`src/rtl/pc_seq.sv`:
```
// pc_seq: writable instruction store sequenced by a RUN/IDLE/HALT machine.
// Presents registered instructions and their fetch address to the mode-1 CPU datapath.
module pc_seq #(
    parameter int                 ADDR_W    = 4,
    parameter int                 INSTR_W   = 8,
    parameter logic [INSTR_W-1:0] HALT_WORD = 8'hFF
) (
    input  logic               clock,
    input  logic               reset,
    input  logic               ena,
    input  logic               start,
    input  logic [ADDR_W-1:0]  loop_end,
    input  logic               jump_en,
    input  logic [ADDR_W-1:0]  jump_addr,
    input  logic               prog_we,
    input  logic [ADDR_W-1:0]  prog_addr,
    input  logic [INSTR_W-1:0] prog_data,
    output logic [INSTR_W-1:0] instr_out,
    output logic               instr_valid,
    output logic [ADDR_W-1:0]  pc_out,
    output logic               halted,
    output logic               busy
);

    localparam int DEPTH = 2 ** ADDR_W;

    typedef enum logic [1:0] {
        S_IDLE = 2'd0,
        S_RUN  = 2'd1,
        S_HALT = 2'd2
    } state_t;

    logic [INSTR_W-1:0] r_mem [DEPTH];
    state_t             r_state;
    logic [ADDR_W-1:0]  r_pc;
    logic [INSTR_W-1:0] r_instr;
    logic [ADDR_W-1:0]  r_pc_out;
    logic               r_valid;
    logic               r_busy;
    logic               r_halted;

    state_t             w_state_nxt;
    logic [ADDR_W-1:0]  w_pc_nxt;
    logic [INSTR_W-1:0] w_fetch;
    logic               w_halt_hit;
    logic               w_fetch_en;
    logic [INSTR_W-1:0] w_instr_nxt;
    logic [ADDR_W-1:0]  w_pc_out_nxt;
    logic               w_valid_nxt;
    logic               w_busy_nxt;
    logic               w_halted_nxt;

    // The fetch reads the pre-edge word, so a same-cycle write returns the old value.
    assign w_fetch    = r_mem[r_pc];
    assign w_halt_hit = (w_fetch == HALT_WORD);

    // Instruction store write port; contents survive reset.
    always_ff @(posedge clock) begin
        if (prog_we) begin
            r_mem[prog_addr] <= prog_data;
        end
    end

    // State, program counter and output registers.
    always_ff @(posedge clock) begin
        if (reset) begin
            r_state  <= S_IDLE;
            r_pc     <= {ADDR_W{1'b0}};
            r_instr  <= {INSTR_W{1'b0}};
            r_pc_out <= {ADDR_W{1'b0}};
            r_valid  <= 1'b0;
            r_busy   <= 1'b0;
            r_halted <= 1'b0;
        end else begin
            r_state  <= w_state_nxt;
            r_pc     <= w_pc_nxt;
            r_instr  <= w_instr_nxt;
            r_pc_out <= w_pc_out_nxt;
            r_valid  <= w_valid_nxt;
            r_busy   <= w_busy_nxt;
            r_halted <= w_halted_nxt;
        end
    end

    // Next state and next pc; start outranks stall, halt and jump.
    always_comb begin
        w_state_nxt = r_state;
        w_pc_nxt    = r_pc;
        case (r_state)
            S_IDLE, S_HALT: begin
                if (start) begin
                    w_state_nxt = S_RUN;
                    w_pc_nxt    = {ADDR_W{1'b0}};
                end else begin
                    w_state_nxt = r_state;
                end
            end
            S_RUN: begin
                if (start) begin
                    w_pc_nxt = {ADDR_W{1'b0}};
                end else if (ena) begin
                    if (w_halt_hit) begin
                        w_state_nxt = S_HALT;
                    end else if (jump_en) begin
                        w_pc_nxt = jump_addr;
                    end else if (r_pc == loop_end) begin
                        w_pc_nxt = {ADDR_W{1'b0}};
                    end else begin
                        w_pc_nxt = r_pc + {{(ADDR_W-1){1'b0}}, 1'b1};
                    end
                end else begin
                    w_pc_nxt = r_pc;
                end
            end
            default: begin
                w_state_nxt = S_IDLE;
                w_pc_nxt    = {ADDR_W{1'b0}};
            end
        endcase
    end

    // Output next values: a fetch happens only in RUN with ena and no restart.
    always_comb begin
        w_fetch_en   = (r_state == S_RUN) && !start && ena;
        w_instr_nxt  = r_instr;
        w_pc_out_nxt = r_pc_out;
        if (w_fetch_en) begin
            w_instr_nxt  = w_fetch;
            w_pc_out_nxt = r_pc;
        end else begin
            w_instr_nxt  = r_instr;
            w_pc_out_nxt = r_pc_out;
        end
        w_valid_nxt  = w_fetch_en;
        w_busy_nxt   = (w_state_nxt == S_RUN);
        w_halted_nxt = (w_state_nxt == S_HALT);
    end

    assign instr_out   = r_instr;
    assign instr_valid = r_valid;
    assign pc_out      = r_pc_out;
    assign halted      = r_halted;
    assign busy        = r_busy;

endmodule

```
`config.mk`:
```
export PLATFORM = sky130hd
export DESIGN_NAME = pc_seq
export DESIGN_NICKNAME = d
export VERILOG_FILES = /design/src/rtl/pc_seq.sv
export SDC_FILE = /design/constraint.sdc
export NUM_CORES = 1
export LEC_CHECK = 0
export ABC_CLOCK_PERIOD_IN_PS = 5600
export CAP_MARGIN = 40
export CORE_ASPECT_RATIO = 0.7
export CORE_MARGIN = 2
export CORE_UTILIZATION = 60
export CTS_CLUSTER_SIZE = 25
export DETAILED_ROUTE_END_ITERATION = 12
export PLACE_DENSITY = 0.81
export SETUP_SLACK_MARGIN = 0.15
export SYNTH_ARGS = -nofsm -noshare
export SYNTH_HDL_FRONTEND = slang
export SYNTH_SLANG_ARGS = --single-unit
export TNS_END_PERCENT = 1
```
`constraint.sdc`:
```
create_clock -name clock -period 5.6 [get_ports clock]
set_input_delay 0.56 -clock clock [delete_from_list [all_inputs] [get_ports clock]]
set_output_delay 0.56 -clock clock [all_outputs]
set_load 0.05 [all_outputs]
```
==> run_results.csv, run 1 <==
group,metric,value,unit
worst_setup_path,critPathMaxFanout,29,
synth,synthArstFlopShare,0,%
hold_path,hp-class,"reg2reg",
floorplan,core,9760,µm²
clock_tree,clock-sinks,153,
pwr,seqPwrFrac,50.0,%
sta,clock.fmax,0.328,GHz
final_layout,synthToLayoutAreaGrowth,18.5,%
synth,synth_flop_cell,"edfxtp_1",
flow_run,drv_cap,0,
synth,synthCells,335,
pwr,p_int,2000,µW
clock_tree,htree_levels,4,
synth,synth_top_area_share,63.4,%
pwr,vdd_ir_drop_max,0.430,mV
place,gp_congestion,0.800,
final_layout,post-route-util,73.6,%
clock_tree,clk_pin_slew_worst_paths,0.06,ns
synth,ys_ff_latch,153,
pwr,p_comb_share,4.5,%
synth,yosys_warnings,0,
pwr,power_switching,529,µW
sta,rsz0062_at_grt,"no",
floorplan,die_y,88.1,µm
clock_tree,cts.repair.resized,0,
detailed_routing,totalWireLength,13100,µm
synth,synth_edf_count,128,
synth,syn_avg_cell_area,18.1,µm²
sta,finalCriticalPeriod,3.05,ns
final_layout,antenna_cells,0,
synth,netlist_area,6060,µm²
detailed_routing,num_vias,3347,
worst_setup_path,critical_path_required,5.91,ns
synth,yosys.area.top_type,"edfxtp_1",
worst_setup_path,crit_arrival,3.36,ns
sta,setup_tns,0,ns
final_layout,drive_above_1_share,19.2,%
grt,grt-ovfl-total,0,
final_layout,mostFrequentLayoutCells,"edfxtp_1, clkdlybuf4s50_1, nor2_1",
worst_setup_path,endpoint_kind,"flip-flop",
final_layout,layout_commonest_cell,"edfxtp_1",
floorplan,die_w,124,µm
synth,synth_cell_type_count,49,
clock_tree,cts_buffers,17,
grt,grt_pass1_wl,19400,µm
clock_tree,hold_buffers,0,
synth,synth_area_leaders,"edfxtp_1, dfxtp_1, mux4_2",
worst_setup_path,crit_type,"reg2reg",
detailed_routing,vias_per_cell,6.33,
sta,slew_viol_final,0,
pwr,p_leak,0.00231,µW
sta,fin_hold_ws,0.457,ns
sta,max_slew_margin,35.5,%
grt,grtUsageTotal,26.3,%
pwr,p_clk_share,45.5,%
synth,yosysSeqAreaShare,71.7,%
pwr,sw_frac_of_total,20.9,%
sta,skew,0.00672,ns
final_layout,fin_nets,415,
grt,grt_max_degree,33,
detailed_routing,detail-route-antenna-nets,0,
sta,tightest_slew,0.962,ns
clock_tree,cts-root-buf,"clkbuf_16",
clock_tree,clock_latency,0.42,ns
clock_tree,cts_setup_buffers,0,
clock_tree,cts_buffer_depth,2,
detailed_routing,firstDrtPassIters,5,
sta,finalHoldViolations,0,
grt,antenna_found_initial,0,
run_status,outcome,"finished clean",
clock_tree,tritoncts,"built",
pwr,powerDensity,353,nW/µm²
detailed_routing,wl_per_cell,24.8,µm
floorplan,dieArea,10900,µm²
grt,grt_pass1_vias,3252,
floorplan,rows,30,
sta,setup_viol,0,
floorplan,start_util,62.1,%
synth,synth_fp_nets,362,
detailed_routing,drc_errors,0,
sta,period_share,54.4,%
worst_setup_path,start_kind,"flip-flop",
floorplan,ios,41,
place,dp_hpwl,8420,µm
detailed_routing,drtIter0Drc,461,
place,portBuffers,40,
[sequential cells by signal (all words and copies together), names as in the netlist, named ones only]
register / flops
halted: 1
instr_valid: 1
busy: 1
instr_out: 8
r_mem: 128
r_pc: 4
r_state: 2
pc_out: 4
[cell type report]
| class | instances | area [µm²] |
|---|---|---|
| Clock inverter | 15 | 174 |
| Tap cell | 128 | 160 |
| Sequential cell | 153 | 4350 |
| Multi-Input combinational cell | 165 | 1600 |
| Timing Repair Buffer | 50 | 475 |
| Inverter | 1 | 3.75 |
| Fill cell | 571 | 2580 |
| Clock buffer | 17 | 425 |
[worst max-delay path, cell delays in order, from the launching register on]
cell and delay, ns:
dfxtp_2 0.47, buf_4 0.51, mux4_1 0.63, a22o_1 0.26
a221oi_2 0.26, nor3_1 0.14, nand4_1 0.15, o311ai_2 0.19
a22o_1 0.30
[cells in the mapped netlist (all sizes together) (2+ instances only)]
library cell and instances:
o21ai 3, nand2b 3, nand3 3, a311oi 2, dfxtp 25, nor3 8, nand2 13, nand3b 2
o31ai 3, edfxtp 128, a221oi 8, xor2 5, clkbuf 8, a2111oi 2, a22oi 2, and2 5
mux4 28, mux2i 8, a21oi 9, a2bb2oi 2, buf 8, nor2b 4, nor2 32, a22o 11
[cells by family after synthesis]
| logic type | synth area share [%] |
|---|---|
| AOI/OAI and AO/OA | 6.69 |
| DFF | 71.7 |
| muxes | 12.2 |
| xor gates and xnor gates | 0.867 |
| adders and majority gates | 0.206 |
| and+or+nand+nor | 6.34 |
| buffers and inverters | 2.06 |
[stage by stage]
step	power (µW)	std cells	instance area, µm²	worst slack [ns]
after floorplan	1350	335	6060	3.42
after CTS	2540	528	7170	2.55
after global placement	1400	493	6550	2.71
after detailed placement	1400	496	6570	2.59
final	2530	529	7180	2.55
after global routing	2600	529	7180	2.36
[path summary, 6_finish.rpt]
path / start / endpoint / slack (ns) / cells after the start
setup / recovery: flip-flop / r_pc[2] / 2.55 / 8
hold / removal: pc_out[3] / pc_out[3] / 0.46 / 2
setup reg to reg: flip-flop / r_pc[2] / 2.55 / 8
hold reg to reg: pc_out[3] / pc_out[3] / 0.46 / 2
[per-layer routing]
metal | part of all wire (%) | up-vias | GRT usage [%]
met3 | 8.6 | 23 | 7.88
met2 | 48 | 166 | 39.9
met4 | 1.8 | 0 | 7.66
li1 | - | 1464 | -
met1 | 42 | 1694 | 37.6
met5 | 0 | - | 0
[power groups by stage]
stage                     Combinational (µW)  Clock (µW)  Sequential (µW)
after floorplan                         52.6           0             1290
after global placement                   108           0             1290
after detailed placement                 112           0             1290
after CTS                                114        1160             1270
after global routing                     123        1210             1270
final                                    115        1150             1270
(Power assumes the default switching activity.)
==> run 2: changes to the inputs <==
ABC_CLOCK_PERIOD_IN_PS = 2560   (was 5600)
CORE_UTILIZATION = 53   (was 60)
PLACE_DENSITY = 0.76   (was 0.81)
clock period = 2.56 ns   (was 5.6 ns; I/O delays follow)
==> run_results.csv, run 2 (same netlist as run 1, synthesis figures left out) <==
group,metric,value,unit
final_layout,drive_above_1_share,26.5,%
worst_setup_path,endpoint_kind,"flip-flop",
grt,antenna_found_initial,0,
floorplan,ios,41,
worst_setup_path,critPathMaxFanout,6,
worst_setup_path,cp_common_cell,"buf_4",
sta,skew,0.0113,ns
worst_setup_path,crit_type,"reg2reg",
floorplan,core,11100,µm²
pwr,p_leak,0.00251,µW
detailed_routing,drtIter0Drc,440,
grt,grt_pass1_wl,20000,µm
detailed_routing,num_vias,3499,
grt,grt-ovfl-total,0,
final_layout,layout_commonest_cell,"edfxtp_1",
clock_tree,clk_pin_slew_worst_paths,0.07,ns
final_layout,synthToLayoutAreaGrowth,24.7,%
sta,finalHoldViolations,0,
final_layout,postLayoutCellArea,7560,µm²
final_layout,top_register,"r_mem",
sta,rsz0062_at_grt,"yes",
clock_tree,cts_buffer_depth,2,
final_layout,antenna_cells,0,
detailed_routing,wl_per_cell,22.9,µm
sta,finalCriticalPeriod,2.48,ns
place,dpl_cell_area,6820,µm²
clock_tree,cts-root-buf,"clkbuf_16",
detailed_routing,vias_per_cell,5.99,
floorplan,dieArea,12300,µm²
grt,grtUsageTotal,22.8,%
sta,setup_tns,0,ns
run_status,outcome,"finished clean",
floorplan,rows,32,
detailed_routing,detail-route-antenna-nets,0,
worst_setup_path,critical_path_buf_inv_count,6,
pwr,power_switching,1140,µW
detailed_routing,drc_errors,0,
sta,clock.fmax,0.403,GHz
worst_setup_path,path_cells,"buf_12 > mux4_2 > a22o_1 > a221oi_4 > buf_4 > buf_4 > buf_4 > buf_4 > buf_4 > nor2_1 > a21oi_1 > nor2_1",
worst_setup_path,crit_arrival,2.79,ns
clock_tree,cts_buffers,17,
pwr,sw_frac_of_total,20.3,%
floorplan,die_y,93.5,µm
sta,max_slew_margin,55.2,%
detailed_routing,totalWireLength,13300,µm
worst_setup_path,critical_path_required,2.87,ns
pwr,p_clk_share,45.6,%
clock_tree,clock_latency,0.42,ns
clock_tree,htree_levels,4,
grt,grt_pass1_vias,3392,
clock_tree,clock-sinks,153,
floorplan,start_util,54.6,%
sta,period_share,96.9,%
place,portBuffers,40,
worst_setup_path,cp_slowest_cell,"mux4_2",
worst_setup_path,critPathTopFamily,"compound AO/OA/AOI/OAI gates",
place,dp_hpwl,8290,µm
sta,tightest_slew,0.666,ns
pwr,powerDensity,742,nW/µm²
place,gp_congestion,0.786,
grt,grt_max_degree,19,
pwr,p_int,4470,µW
sta,slew_viol_final,0,
detailed_routing,firstDrtPassIters,5,
flow_run,drv_cap,0,
final_layout,mostFrequentLayoutCells,"edfxtp_1, clkdlybuf4s50_1, buf_4",
pwr,seqPwrFrac,49.4,%
final_layout,largest_reg_flops,128,
clock_tree,tritoncts,"built",
floorplan,die_w,132,µm
sta,setup_viol,0,
worst_setup_path,cpPeakStageDelay,0.51,ns
hold_path,hp-class,"reg2reg",
final_layout,fin_nets,445,
worst_setup_path,start_kind,"flip-flop",
pwr,p_comb_share,5.0,%
pwr,vdd_ir_drop_max,0.540,mV
==> run 2: worst reg2reg max path, stage by stage (launching register included) <==
cell	delay, ns
dfxtp_4	0.40
buf_12	0.15
mux4_2	0.51
a22o_1	0.29
a221oi_4	0.28
buf_4	0.17
buf_4	0.10
buf_4	0.09
buf_4	0.09
buf_4	0.09
nor2_1	0.04
a21oi_1	0.11
nor2_1	0.05
==> run 2: cell type report <==
| cell class | count | area [µm²] |
|---|---|---|
| repair buffers | 80 | 758 |
| inverters | 1 | 3.75 |
| clock inverters | 6 | 40.0 |
| multi-input cells | 165 | 1630 |
| flip-flops and latches | 153 | 4350 |
| fillers | 724 | 3530 |
| well taps | 153 | 191 |
| clock buffers | 26 | 588 |
==> run 2: path summary, 6_finish.rpt <==
| kind | start | slack [ns] | cells after the start | endpoint |
|---|---|---|---|---|
| setup reg to reg | flip-flop | 0.08 | 12 | instr_out[1] |
| setup / recovery | flip-flop | 0.08 | 12 | instr_out[1] |
| hold / removal | pc_out[3] | 0.46 | 2 | pc_out[3] |
| hold reg to reg | pc_out[3] | 0.46 | 2 | pc_out[3] |
==> run 2: metal layers <==
layer	vias up	share of wire, %	track usage (%)
li1	1527	-	-
met1	1775	43	32.6
met4	0	0.78	5.80
met5	-	0	0
met3	13	8.4	5.96
met2	184	47	35.5
==> run 2: per-stage QoR <==
step           setup WS (ns)  total power, µW  std cells  hold WS [ns]  util (%)
2_1_floorplan          0.381             2950        335         0.355         -
3_3_place_gp          0.0930             3070        543         0.446      61.5
3_5_place_dp          0.0195             3080        543         0.451      61.5
4_1_cts                0.127             5630        583         0.460      67.9
5_1_grt               0.0345             5760        584         0.482      68.1
6_report              0.0787             5610        584         0.458      68.1
==> run 2: repair_timing <==
action	CTS	global route
gates resized for setup	10	3
setup buffers	8	1
pin swaps	1	5
endpoints found under the setup margin	12	11
hold buffers	0	0
==> run 2: power by group through the flow <==
stage / clock network [µW] / logic (µW) / registers, µW
floorplan: 0 / 115 / 2830
global placement: 0 / 252 / 2820
detailed placement: 0 / 259 / 2820
CTS: 2580 / 277 / 2770
global route: 2680 / 300 / 2770
finish: 2560 / 282 / 2770
==> run 3: changes to the inputs <==
CORE_MARGIN = unset   (was 2)
==> run_results.csv, run 3 (same netlist as run 1, synthesis figures left out) <==
group,metric,value,unit
run_status,outcome,"finished clean",
hold_path,hold_depth,2,
detailed_routing,drtIter0Drc,463,
worst_setup_path,crit_arrival,2.68,ns
detailed_routing,drc_errors,0,
hold_path,hp-class,"reg2reg",
grt,grt_pass1_vias,3302,
grt,grtUsageTotal,23.3,%
final_layout,layout_commonest_cell,"edfxtp_1",
final_layout,fin_nets,434,
detailed_routing,wl_met1,5780,µm
grt,grt_max_degree,33,
sta,fin_ws,0.192,ns
clock_tree,cts_buffers,17,
detailed_routing,wl_per_cell,21.7,µm
final_layout,largest_reg_flops,128,
grt,antenna_found_initial,0,
sta,clock.fmax,0.422,GHz
sta,setup_viol,0,
sta,max_slew_margin,59.1,%
detailed_routing,firstDrtPassIters,4,
place,place_ws,0.0280,ns
floorplan,start_util,54.6,%
flow_run,drv_cap,0,
floorplan,ios,41,
floorplan,die_y,91.5,µm
final_layout,mostFrequentLayoutCells,"edfxtp_1, clkdlybuf4s50_1, nor2_1",
sta,skew,0.00883,ns
grt,grt-ovfl-total,0,
floorplan,die_w,130,µm
sta,finalCriticalPeriod,2.37,ns
floorplan,rows,32,
final_layout,drive_above_1_share,24.5,%
clock_tree,htree_levels,4,
place,portBuffers,40,
worst_setup_path,crit_type,"reg2reg",
detailed_routing,totalWireLength,12400,µm
worst_setup_path,cp_slowest_cell,"mux4_2",
worst_setup_path,critical_path_required,2.87,ns
worst_setup_path,cpPeakStageDelay,0.54,ns
worst_setup_path,critPathMaxFanout,17,
detailed_routing,detail-route-antenna-nets,0,
worst_setup_path,ff2ff_path_depth,8,
clock_tree,clock-sinks,153,
final_layout,top_register,"r_mem",
clock_tree,hold_buffers,0,
detailed_routing,num_vias,3393,
sta,period_share,92.5,%
final_layout,synthToLayoutAreaGrowth,23.2,%
worst_setup_path,start_kind,"flip-flop",
worst_setup_path,critical_path_depth,8,
worst_setup_path,path_cells,"buf_8 > mux4_2 > and2_1 > o21ba_1 > a2bb2oi_2 > nand4_1 > o311ai_4 > a22o_1",
place,dp_hpwl,8250,µm
detailed_routing,wl_met3,960,µm
clock_tree,cts-root-buf,"clkbuf_16",
worst_setup_path,critPathTopFamily,"compound AO/OA/AOI/OAI gates",
pwr,vdd_ir_drop_max,0.487,mV
worst_setup_path,critical_path_buf_inv_count,1,
floorplan,dieArea,11900,µm²
detailed_routing,routed.top_layer,"met4",
clock_tree,clk_pin_slew_worst_paths,0.06,ns
floorplan,core,11100,µm²
detailed_routing,met2_length,5490,µm
clock_tree,clock_latency,0.42,ns
place,gp_congestion,0.829,
sta,setup_tns,0,ns
pwr,powerDensity,744,nW/µm²
clock_tree,tritoncts,"built",
sta,finalHoldViolations,0,
clock_tree,cts_buffer_depth,2,
sta,rsz0062_at_grt,"yes",
grt,grt_pass1_wl,19000,µm
sta,tightest_slew,0.608,ns
final_layout,antenna_cells,0,
pwr,p_leak,0.00242,µW
detailed_routing,vias_per_cell,5.92,
worst_setup_path,endpoint_kind,"flip-flop",
final_layout,fillCellCount,717,
sta,slew_viol_final,0,
## run 3: changes by cell type in the layout (fill, tap and decap cells not counted), moves of 2 or more
cell / change
buf_4: -11
clkbuf_16: -5
clkinvlp_4: +5
bufinv_16: +3
buf_12: -2
buf_6: +2
clkbuf_2: -2
clkbuf_8: -2
clkinv_1: +2
inv_4: -2
mux4_1: +2
mux4_2: -2
## run 3: repair_timing
item                       4_1_cts  5_1_grt
pin swaps                        1        5
setup buffers                    0        0
setup endpoints to repair       12       10
resized for setup                9        9
hold endpoints to repair         0        0
## run 3: worst register-to-register path: stages, from the launching register on
cell       delay, ns
dfxtp_4         0.38
buf_8           0.22
mux4_2          0.56
and2_1          0.17
o21ba_1         0.19
a2bb2oi_2       0.18
nand4_1         0.17
o311ai_4        0.14
a22o_1          0.25
## run 3: where the power goes
group,switching (µW),internal [µW],leakage [µW]
clock,985,1530,0.000277
sequential,19.7,2750,0.00136
combinational,150,119,0.000787
total,1150,4400,0.00242
## run 3: metal layers
metal / vias to the layer above / global-route usage [%]
li1: 1501 / -
met1: 1739 / 35.4
met3: 16 / 6.72
met2: 137 / 31.9
met4: 0 / 8.33
met5: - / 0
## run 3: final cells by class
class | instances | area (µm²) | area share [%]
timing repair buffer | 69 | 658 | 8.82
sequential | 153 | 4350 | 58.3
clock buffer | 17 | 425 | 5.70
multi-input combinational | 165 | 1660 | 22.3
inverter | 1 | 3.75 | 0.0503
clock inverter | 15 | 175 | 2.35
tap | 153 | 191 | 2.56
## run 3: worst paths after layout
check	start	endpoint	slack, ns
worst max register to register	flip-flop	flip-flop	0.19
worst max-delay path	flip-flop	flip-flop	0.19
worst min register to register	pc_out[0]	pc_out[0]	0.45
worst min-delay path	pc_out[0]	pc_out[0]	0.45
## run 3: per-stage QoR
step / hold WS, ns / power (µW) / cells / util [%] / area, µm²
after floorplan: 0.355 / 2950 / 335 / - / 6060
after global placement: 0.446 / 3070 / 541 / 61.1 / 6780
after detailed placement: 0.449 / 3080 / 541 / 61.1 / 6780
after CTS: 0.457 / 5560 / 573 / 66.9 / 7420
after global routing: 0.486 / 5700 / 573 / 67.3 / 7460
final: 0.452 / 5550 / 573 / 67.3 / 7460
